--- config.mk ---
export PLATFORM = sky130hd
export DESIGN_NAME = seq_detect_sched
export DESIGN_NICKNAME = d
export VERILOG_FILES = /design/src/rtl/seq_det_pkg.sv /design/src/rtl/seq_detect_sched_rr_arbiter.sv /design/src/rtl/seq_detect_sched.sv
export SDC_FILE = /design/constraint.sdc
export NUM_CORES = 1
export LEC_CHECK = 0
export BUFFER_PORTS_ARGS = -buffer_cell sky130_fd_sc_hd__buf_2
export CELL_PAD_IN_SITES_DETAIL_PLACEMENT = 1
export CELL_PAD_IN_SITES_GLOBAL_PLACEMENT = 1
export CORE_MARGIN = 4
export CORE_UTILIZATION = 43
export DETAILED_ROUTE_END_ITERATION = 8
export PLACE_DENSITY_LB_ADDON = 0.1
export SLEW_MARGIN = 20
export SYNTH_ARGS = -nofsm -noshare
export SYNTH_HDL_FRONTEND = slang
export SYNTH_SLANG_ARGS = --single-unit
--- constraint.sdc ---
create_clock -name clk -period 5 [get_ports clk]
set_clock_uncertainty 0.05 [all_clocks]
set_input_delay 0.25 -clock clk [delete_from_list [all_inputs] [get_ports clk]]
set_output_delay 0.25 -clock clk [all_outputs]
set_load 0.01 [all_outputs]
--- src/rtl/seq_det_pkg.sv ---
// Shared definitions for the time-shared serial pattern detector.
//   NCH_DEF / PAT_W_DEF / RST_PAT_DEF : default channel count, pattern width, reset pattern
//   ch_state_t                       : per-channel history + fill, sized for the largest PAT_W
//   fill_inc()                       : saturating fill-count increment
package seq_det_pkg;

    localparam int NCH_DEF   = 4;
    localparam int PAT_W_DEF = 4;
    localparam int PAT_MAX   = 8;
    localparam int FILL_W    = 4;

    localparam logic [PAT_W_DEF-1:0] RST_PAT_DEF = 4'b1010;

    // History is kept at PAT_MAX width; bits above PAT_W are always held at zero.
    typedef struct packed {
        logic [PAT_MAX-1:0] hist;
        logic [FILL_W-1:0]  fill;
    } ch_state_t;

    function automatic logic [FILL_W-1:0] fill_inc(input logic [FILL_W-1:0] f, input int lim);
        return (int'(f) >= lim) ? FILL_W'(lim) : f + 1'b1;
    endfunction

endpackage

--- src/rtl/seq_detect_sched_rr_arbiter.sv ---
// Round-robin arbiter: grants the first requester at or after ptr_i (wrapping).
//   req_i : request vector
//   ptr_i : search start position
//   gnt_o : one-hot grant (zero when no request)
module rr_arbiter #(
    parameter int N = 4
) (
    input  logic [N-1:0]         req_i,
    input  logic [$clog2(N)-1:0] ptr_i,
    output logic [N-1:0]         gnt_o
);

    localparam int CW = $clog2(N);

    logic          found;
    logic [CW-1:0] idx;

    // N is a power of two, so the CW-bit add wraps modulo N for free.
    always_comb begin
        gnt_o = '0;
        found = 1'b0;
        idx   = ptr_i;
        for (int k = 0; k < N; k++) begin
            idx = ptr_i + CW'(k);
            if (!found && req_i[idx]) begin
                gnt_o[idx] = 1'b1;
                found      = 1'b1;
            end
        end
    end

endmodule

--- src/rtl/seq_detect_sched.sv ---
// Time-shared serial pattern detector for NCH bit-serial channels.
//   clk, rst               : clock, async active-low reset
//   cfg_we/pattern/overlap : reload pattern and overlap mode, clears all channel state
//   en                     : grant enable
//   ch_valid/ch_bit        : per-channel serial bit request and data
//   ch_ready               : one-hot grant (bit consumed on valid & ready)
//   det_valid/det_ch       : registered one-cycle match pulse and channel
//   rd_sel/rd_cnt          : combinational read of a channel's saturating match counter
module seq_detect_sched
    import seq_det_pkg::*;
#(
    parameter int               NCH     = NCH_DEF,
    parameter int               PAT_W   = PAT_W_DEF,
    parameter logic [PAT_W-1:0] RST_PAT = PAT_W'(RST_PAT_DEF)
) (
    input  logic                   clk,
    input  logic                   rst,
    input  logic                   cfg_we,
    input  logic [PAT_W-1:0]       cfg_pattern,
    input  logic                   cfg_overlap,
    input  logic                   en,
    input  logic [NCH-1:0]         ch_valid,
    input  logic [NCH-1:0]         ch_bit,
    output logic [NCH-1:0]         ch_ready,
    output logic                   det_valid,
    output logic [$clog2(NCH)-1:0] det_ch,
    input  logic [$clog2(NCH)-1:0] rd_sel,
    output logic [7:0]             rd_cnt
);

    localparam int                 CW    = $clog2(NCH);
    localparam logic [PAT_MAX-1:0] HMASK = PAT_MAX'((1 << PAT_W) - 1);

    logic [CW-1:0]    ptr_q;
    logic [PAT_W-1:0] pat_q;
    logic             ovl_q;
    ch_state_t        bank_q [NCH];
    logic [7:0]       cnt_q  [NCH];
    logic             det_valid_q;
    logic [CW-1:0]    det_ch_q;

    logic [NCH-1:0]     req, gnt;
    logic               any_gnt;
    logic [CW-1:0]      g_idx;
    ch_state_t          cur;
    logic [PAT_MAX-1:0] hist_d;
    logic [FILL_W-1:0]  fill_d;
    logic               match;

    // Reset and config cycles never grant, so no bit can be lost to a clear.
    assign req = ch_valid & {NCH{en & ~cfg_we & rst}};

    rr_arbiter #(.N(NCH)) u_arb (
        .req_i (req),
        .ptr_i (ptr_q),
        .gnt_o (gnt)
    );

    assign ch_ready  = gnt;
    assign any_gnt   = |gnt;
    assign det_valid = det_valid_q;
    assign det_ch    = det_ch_q;
    assign rd_cnt    = cnt_q[rd_sel];

    always_comb begin
        g_idx = '0;
        for (int i = 0; i < NCH; i++)
            if (gnt[i]) g_idx = CW'(i);
    end

    // Shared matcher: operates only on the granted channel's state.
    always_comb begin
        cur    = bank_q[g_idx];
        hist_d = ((cur.hist << 1) | PAT_MAX'(ch_bit[g_idx])) & HMASK;
        fill_d = fill_inc(cur.fill, PAT_W);
        match  = any_gnt && (hist_d == PAT_MAX'(pat_q)) && (fill_d == FILL_W'(PAT_W));
    end

    always_ff @(posedge clk or negedge rst) begin
        if (!rst) begin
            ptr_q       <= '0;
            pat_q       <= RST_PAT;
            ovl_q       <= 1'b1;
            det_valid_q <= 1'b0;
            det_ch_q    <= '0;
            for (int i = 0; i < NCH; i++) begin
                bank_q[i] <= '0;
                cnt_q[i]  <= '0;
            end
        end else if (cfg_we) begin
            pat_q       <= cfg_pattern;
            ovl_q       <= cfg_overlap;
            det_valid_q <= 1'b0;
            for (int i = 0; i < NCH; i++) begin
                bank_q[i] <= '0;
                cnt_q[i]  <= '0;
            end
        end else begin
            det_valid_q <= match;
            if (any_gnt) begin
                ptr_q              <= g_idx + 1'b1;
                bank_q[g_idx].hist <= hist_d;
                // Non-overlapping mode: history kept, but fill must rebuild before the next match.
                bank_q[g_idx].fill <= (match && !ovl_q) ? '0 : fill_d;
                if (match) begin
                    det_ch_q <= g_idx;
                    if (cnt_q[g_idx] != 8'hFF) cnt_q[g_idx] <= cnt_q[g_idx] + 8'd1;
                end
            end
        end
    end

endmodule
; ---- Word-level counts from Yosys, hierarchy flattened
; Cells that the tools add are included.
[classes]
addsub = 6
n_lt_le_gt_ge = 13
n_eq_ne = 3
muxes = 55
bitwise_logic = 10
n_reduce_logical = 22
[op_table]
columns = operator, count
row1 = $mux 32, 4
row2 = $bwmux 48, 2
row3 = $mux 48, 2
row4 = $demux 12 s2, 2
row5 = $mux 8, 5
row6 = $bmux 8 s2, 2
row7 = $bwmux 32, 1
row8 = $mux 4, 7
row9 = $bmux 12 s2, 1
row10 = $demux 8 s2, 1
row11 = $lt 2x3->1 const B, 5
row12 = $mux 1, 14
row13 = $mux 7, 2
row14 = $mux 12, 1
row15 = $or 4x4->4, 3
row16 = $logic_and 1x1->1, 11
row17 = $bmux 1 s2, 5
row18 = $add 8x1->8 const B, 1
row19 = $demux 1 s2, 4
row20 = $ge 2x1->1 const B, 4
row21 = $ne 8x8->1 const B, 1
row22 = $ge 3x3->1 const B, 2
row23 = $not 2->3, 2
row24 = $reduce_and 3->1, 2
row25 = other kinds (16), 25
[word_totals]
register_bits = 90
input_bits = 19
output_inout_bits = 15
wordCells = 126

; ---- Depth between registers and ports, before layout
[logic_depth]
word_depth = 32
ltp_mapped = 19
depth_no_buf = 18

; ---- By module
; A second synthesis with hierarchy kept.
[unflattened]
hier_cells = 441
area_unflattened_um2 = 4444.3
[modules_own_cells]
columns = module, n_inst, cells_each, area_per_inst_um2, seq_area_each_um2
row1 = seq_detect_sched, 1, 405, 4106.4, 1755.4
row2 = rr_arbiter, 1, 36, 337.8, 0.0

; ---- Worst setup path before layout
; Ideal clock, no wire load.
[synth_path]
path_type = reg-to-reg
start = reg ptr_q[0]
end = reg cnt_q[0] in the netlist's numbering
setup_time_ns = 0.080
arrival_ns = 4.821
required_time_ns = 4.870
path_slack_ns = 0.050
stages_incl_launch_ff = 19
n_path_buf = 2
synth_period_minus_slack_ns = 4.950
path_cell_list = dfrtp_1 inv_1 ha_1 buf_6 mux4_2 nor2b_1 a22o_1 o41a_1 or2_4 buf_6 inv_1 a221oi_1 nor2_1 ha_1 o22ai_1 a211o_1 o211ai_1 nor4_4 mux2i_1
[synth_between]
elab_cells_between_ends = 84
classes_between = add/sub (5) / order compare (11) / eq/ne (3) / mux (42) / bitwise (5) / reduce/logical (18)
[synth_rtl]
columns = element, line_no
row1 = "start, declared", seq_detect_sched.sv:34  ; logic [CW-1:0] ptr_q;
row2 = "start signal, assigned", seq_detect_sched.sv:101  ; ptr_q <= g_idx + 1'b1;
row3 = branches (longest 11 deep; another with $lt 2x3->1), n/a
row4 = $mux 4 *, seq_detect_sched_rr_arbiter.sv:25  ; if (!found && req_i[idx]) begin
row5 = $mux 2, seq_detect_sched.sv:68  ; if (gnt[i]) g_idx = CW'(i);
row6 = $mux 2 *, seq_detect_sched.sv:68
row7 = via g_idx[1], seq_detect_sched.sv:44  ; logic [CW-1:0] g_idx;
row8 = $not 2->3 (not written as such), "seq_detect_sched.sv:73, seq_detect_sched.sv:107"
row9 = "$bmux 8 s2, or another cell as far along", seq_detect_sched.sv:107  ; if (cnt_q[g_idx] != 8'hFF) cnt_q[g_idx] <= cnt_q[g_idx] + 8'd1;
row10 = "$mux 8 (not written as such), or another cell as far along", seq_detect_sched.sv:107
row11 = $mux 8 (not written as such) or $mux 7 (tied branches), "seq_detect_sched.sv:107, seq_detect_sched.sv:73"
row12 = "$add 8x1->8, or another cell as far along", seq_detect_sched.sv:107
row13 = "$bwmux 32, or another cell as far along", seq_detect_sched.sv:107
row14 = "$mux 32, or another cell as far along", seq_detect_sched.sv:107
row15 = $mux 32 or $logic_and 1x1->1 (tied branches), "seq_detect_sched.sv:105, seq_detect_sched.sv:76"
row16 = $mux 32 or $reduce_bool 2->1 (tied branches), n/a
row17 = $mux 32 or $reduce_and 3->1 (tied branches), n/a
row18 = "end signal, assigned by index", seq_detect_sched.sv:88  ; cnt_q[i] <= '0;
row19 = "end signal, assigned by index", seq_detect_sched.sv:96  ; cnt_q[i] <= '0;
row20 = "end, declared", seq_detect_sched.sv:38  ; logic [7:0] cnt_q [NCH];
; Mark *: on every way through the listed nets, which the timed path passes. The select of a mux whose other input is x is not followed.
; A chain may end at the register's enable or synchronous reset.

; ---- Final worst setup path
[layout_path]
start = reg ptr_q[1]
end = reg cnt_q[3] in the netlist's numbering
[layout_between]
elab_chain_len = 25
elab_cells_between_ends = 84
classes_between = add/sub (5) / order compare (11) / eq/ne (3) / mux (42) / bitwise (5) / reduce/logical (18)
[layout_rtl]
columns = element, line_no
row1 = branches (longest 11 deep; another with $lt 2x3->1), n/a
row2 = $mux 4 *, seq_detect_sched_rr_arbiter.sv:25
row3 = $mux 1, seq_detect_sched.sv:68
row4 = $mux 2 (2 in a row), seq_detect_sched.sv:68
row5 = $not 2->3 (not written as such), "seq_detect_sched.sv:73, seq_detect_sched.sv:107"
row6 = "$bmux 8 s2, or another cell as far along", seq_detect_sched.sv:107
row7 = "$mux 8 (not written as such), or another cell as far along", seq_detect_sched.sv:107
row8 = $mux 8 (not written as such) or $mux 7 (tied branches), "seq_detect_sched.sv:107, seq_detect_sched.sv:73"
row9 = "$add 8x1->8, or another cell as far along", seq_detect_sched.sv:107
row10 = "$bwmux 32, or another cell as far along", seq_detect_sched.sv:107
row11 = "$mux 32, or another cell as far along", seq_detect_sched.sv:107
row12 = $mux 32 or $logic_and 1x1->1 (tied branches), "seq_detect_sched.sv:105, seq_detect_sched.sv:76"
row13 = $mux 32 or $reduce_bool 2->1 (tied branches), n/a
row14 = $mux 32 or $reduce_and 3->1 (tied branches), n/a
; Mark *: on every way between the ends. The select of a mux whose other input is x is not followed.

==> impl_metrics.yaml <==
synthesis:
  synthesis.nets: 509
  synth_cell_types: 66
  synth_seq_cells: 70
  netlist_instances: 476
  synthFlopType: "dfrtp_1"
  ys_seq_area_share_pct: 38.8
  synth_warnings: 0
  avgSynthCellArea_um2: 9.51
  synth_top_area_share_pct: 37.0
  syn-cell-area_mm2: 0.00453
  synth_area_leaders: "dfrtp_1, mux2i_1, nand2_1"
  async_flop_share_pct: 100
  synth_edf_count: 0
  synth_top_area_cell: "dfrtp_1"
timing:
  slew_viol_final: 0
  finalWorstPathRequiredPeriod_ns: 4.72
  max_freq_ghz: 0.212
  tightest_slew_ns: 0.799
  rsz0062_at_grt: "false"
  setup_violations: 0
  hold_violations: 0
  max-slew-margin-rel_pct: 46.2
  fin_tns_setup_ns: 0
  period_share_pct: 94.5
detailed_routing:
  firstDrtPassIters: 5
  antenna_left: 0
  first_iter_violations: 287
  avgRoutedWirePerCell_um: 21.7
  drc: 0
  vias: 4046
  drt_wl_total_um: 14600
  vias_per_cell: 6.00
floorplan:
  io_pins: 34
  dieHeight_um: 111
  die_area_mm2: 0.0122
  core-area_mm2: 0.0103
  die_w_um: 111
  initial_core_util_pct: 44.0
  rows: 37
critical_path:
  critPathTopFamily: "buffers and inverters"
  required_ns: 5.23
  cp-end-kind: "flop"
  cp_slowest_cell: "a2111o_1"
  path_class: "flop to flop"
  arrival_ns: 4.96
  crit_chain: "inv_1, ha_4, or3b_1, a2111o_1, a21oi_2, nor3_4, inv_1, buf_4, a211oi_1, o32ai_1, buf_4, xnor2_1, nand2b_1, nor4_4, buf_4, mux2i_1"
  slowest_delay_ns: 0.54
  path_common_cell: "buf_4"
  worst_setup_path_start_kind: "flop"
  crit_fanout: 10
  crit_buf_inv: 5
run:
  max_cap_violations: 0
placement:
  numPortBuffers: 33
  place_hpwl_um: 10700
  placed_area_mm2: 0.00500
  gp_congestion: 0.872
layout:
  fill_cells: 1215
  n_antenna_cell: 0
  final_area_mm2: 0.00523
  layout-drive-gt1-share_pct: 22.7
  nNetsFinal: 566
  syn2layout_area_growth_pct: 15.6
cts:
  cts_tree: "built"
  clk_pin_slew_worst_paths_ns: 0.08
  cts_num_sinks: 70
  numCtsBuffers: 9
  h-tree-depth: 3
  cts-root-buf: "clkbuf_8"
  clock_path_buffers: 2
  clock_latency_ns: 0.37
global_route:
  grt_pass1_wl_um: 24600
  grt_max_degree: 46
  grt_pass1_vias: 4384
  grt-ovfl-total: 0
  grtUsageTotal_pct: 25.1
  antenna_found_initial: 0
power_and_ir_drop:
  power_density_mw_per_mm2: 343
  power.leakage_uw: 0.00227
  vdd_drop_max_v: 0.000213
run_status:
  status: "completed"
min_path:
  min_path_type: "input pin to flop"
## registers in the layout, summed over array words and instances, names as in the netlist
register	flops
cnt_q	32
ptr_q	2
bank_q	28
det_valid	1
ovl_q	1
det_ch	2
pat_q	4
## final cells by class
cell class / count / area, um^2 / share of cell area, %
flip-flops and latches: 70 / 1760 / 33.5
inverters: 21 / 78.8 / 1.51
repair buffers: 68 / 434 / 8.30
clock inverters: 5 / 35.0 / 0.669
multi-input cells: 363 / 2620 / 50.0
clock buffers: 11 / 141 / 2.70
well taps: 136 / 170 / 3.25
## worst min-delay path: stages
cell and delay, ns:
buf_2 0.07, nand2_1 0.04, o21ai_0 0.06
## routing by layer
| metal | part of all wire, % | up-vias | GRT usage, % |
|---|---|---|---|
| li1 | - | 1871 | - |
| met1 | 44 | 2043 | 34.4 |
| met2 | 49 | 110 | 39.8 |
| met3 | 5.4 | 22 | 5.37 |
| met4 | 1.7 | 0 | 8.13 |
| met5 | 0 | - | 0 |
## through the flow
step | worst slack, ns | power (uW) | hold WS (ns) | instances | util, %
finish | 0.276 | 1790 | 0.0565 | 674 | 50.9
global route | 0.0631 | 1920 | 0.0456 | 674 | 50.9
CTS | 0.153 | 1780 | 0.0360 | 672 | 50.5
detailed placement | 0.152 | 1350 | 0.296 | 655 | 48.6
global placement | 0.352 | 1330 | 0.293 | 655 | 48.6
floorplan | 0.0496 | 1130 | -0.0956 | 476 | -
## report_power, final
part	internal, uW	total [uW]	switching (uW)	leakage [uW]
Combinational	291	760	469	0.00122
Clock	194	426	232	0.0000893
Sequential	594	609	15.4	0.000960
Total	1080	1790	717	0.00227
## cell usage after synthesis, drive strengths merged, types with 3 or more instances
cell type / n
nor3b: 3
o22ai: 4
clkbuf: 16
nor2: 35
mux2i: 34
and3b: 4
ha: 14
xnor2: 3
or2: 3
mux2: 5
dfrtp: 67
nand3: 10
a221o: 3
o32ai: 4
inv: 21
nor4: 9
a211oi: 15
dfstp: 3
nor3: 19
o31ai: 11
mux4: 10
nand3b: 3
and3: 5
buf: 6
a21oi: 19
a31oi: 3
a22oi: 3
and2: 7
o211ai: 4
nand2: 76
o21ai: 20
o2bb2ai: 4
## worst paths after layout
path	start	end	slack, ns	cells after the start
worst max register to register	ptr_q[1]	cnt_q[3]	0.28	16
worst min register to register	pat_q[3]	pat_q[3]	0.45	2
min in group asynchronous	rst	bank_q[24]	0.42	3
max in group asynchronous	rst	bank_q[26]	4.00	3
worst max-delay path	ptr_q[1]	cnt_q[3]	0.28	16
worst min-delay path	cfg_pattern[3]	pat_q[3]	0.06	3
## kinds of logic (layout without fill, tap and decap cells)
| family | Yosys count | count (layout) | synth area share [%] |
|---|---|---|---|
| simple gates | 184 | 184 | 20.9 |
| compound gates | 111 | 111 | 17.6 |
| flops | 70 | 70 | 38.8 |
| mux | 49 | 49 | 13.7 |
| buf+inv | 43 | 105 | 4.15 |
| fa+ha+maj | 14 | 14 | 3.87 |
| xor+xnor | 5 | 5 | 0.968 |
## placed cells by master (no fill, tap or decap), types with 3 or more instances in the layout
| master | n |
|---|---|
| o211ai_1 | 4 |
| nor3_1 | 16 |
| nor2_1 | 35 |
| a211oi_1 | 12 |
| mux2_2 | 5 |
| inv_1 | 17 |
| o22ai_1 | 4 |
| clkbuf_8 | 10 |
| dfstp_2 | 3 |
| o31ai_1 | 11 |
| nand2_1 | 76 |
| xnor2_1 | 3 |
| nand3b_1 | 3 |
| mux2i_1 | 34 |
| a22oi_1 | 3 |
| o21ai_0 | 17 |
| o32ai_1 | 4 |
| ha_1 | 13 |
| buf_4 | 33 |
| a31oi_1 | 3 |
| mux4_2 | 10 |
| nor4_1 | 4 |
| and3_1 | 5 |
| and2_1 | 5 |
| dfrtp_1 | 67 |
| and3b_1 | 4 |
| inv_2 | 4 |
| nand3_1 | 10 |
| a21oi_1 | 18 |
| buf_2 | 33 |
| nor4_4 | 4 |
| a221o_1 | 3 |
| o2bb2ai_1 | 4 |
| nor3b_1 | 3 |
## what timing repair did
item,in CTS,in global routing
setup buffers,0,2
hold buffers,1,0
endpoints found under the setup margin,0,38
endpoints found under the hold margin,67,0
resized for setup,0,7
Note: power is estimated with default switching activity, not from simulation.
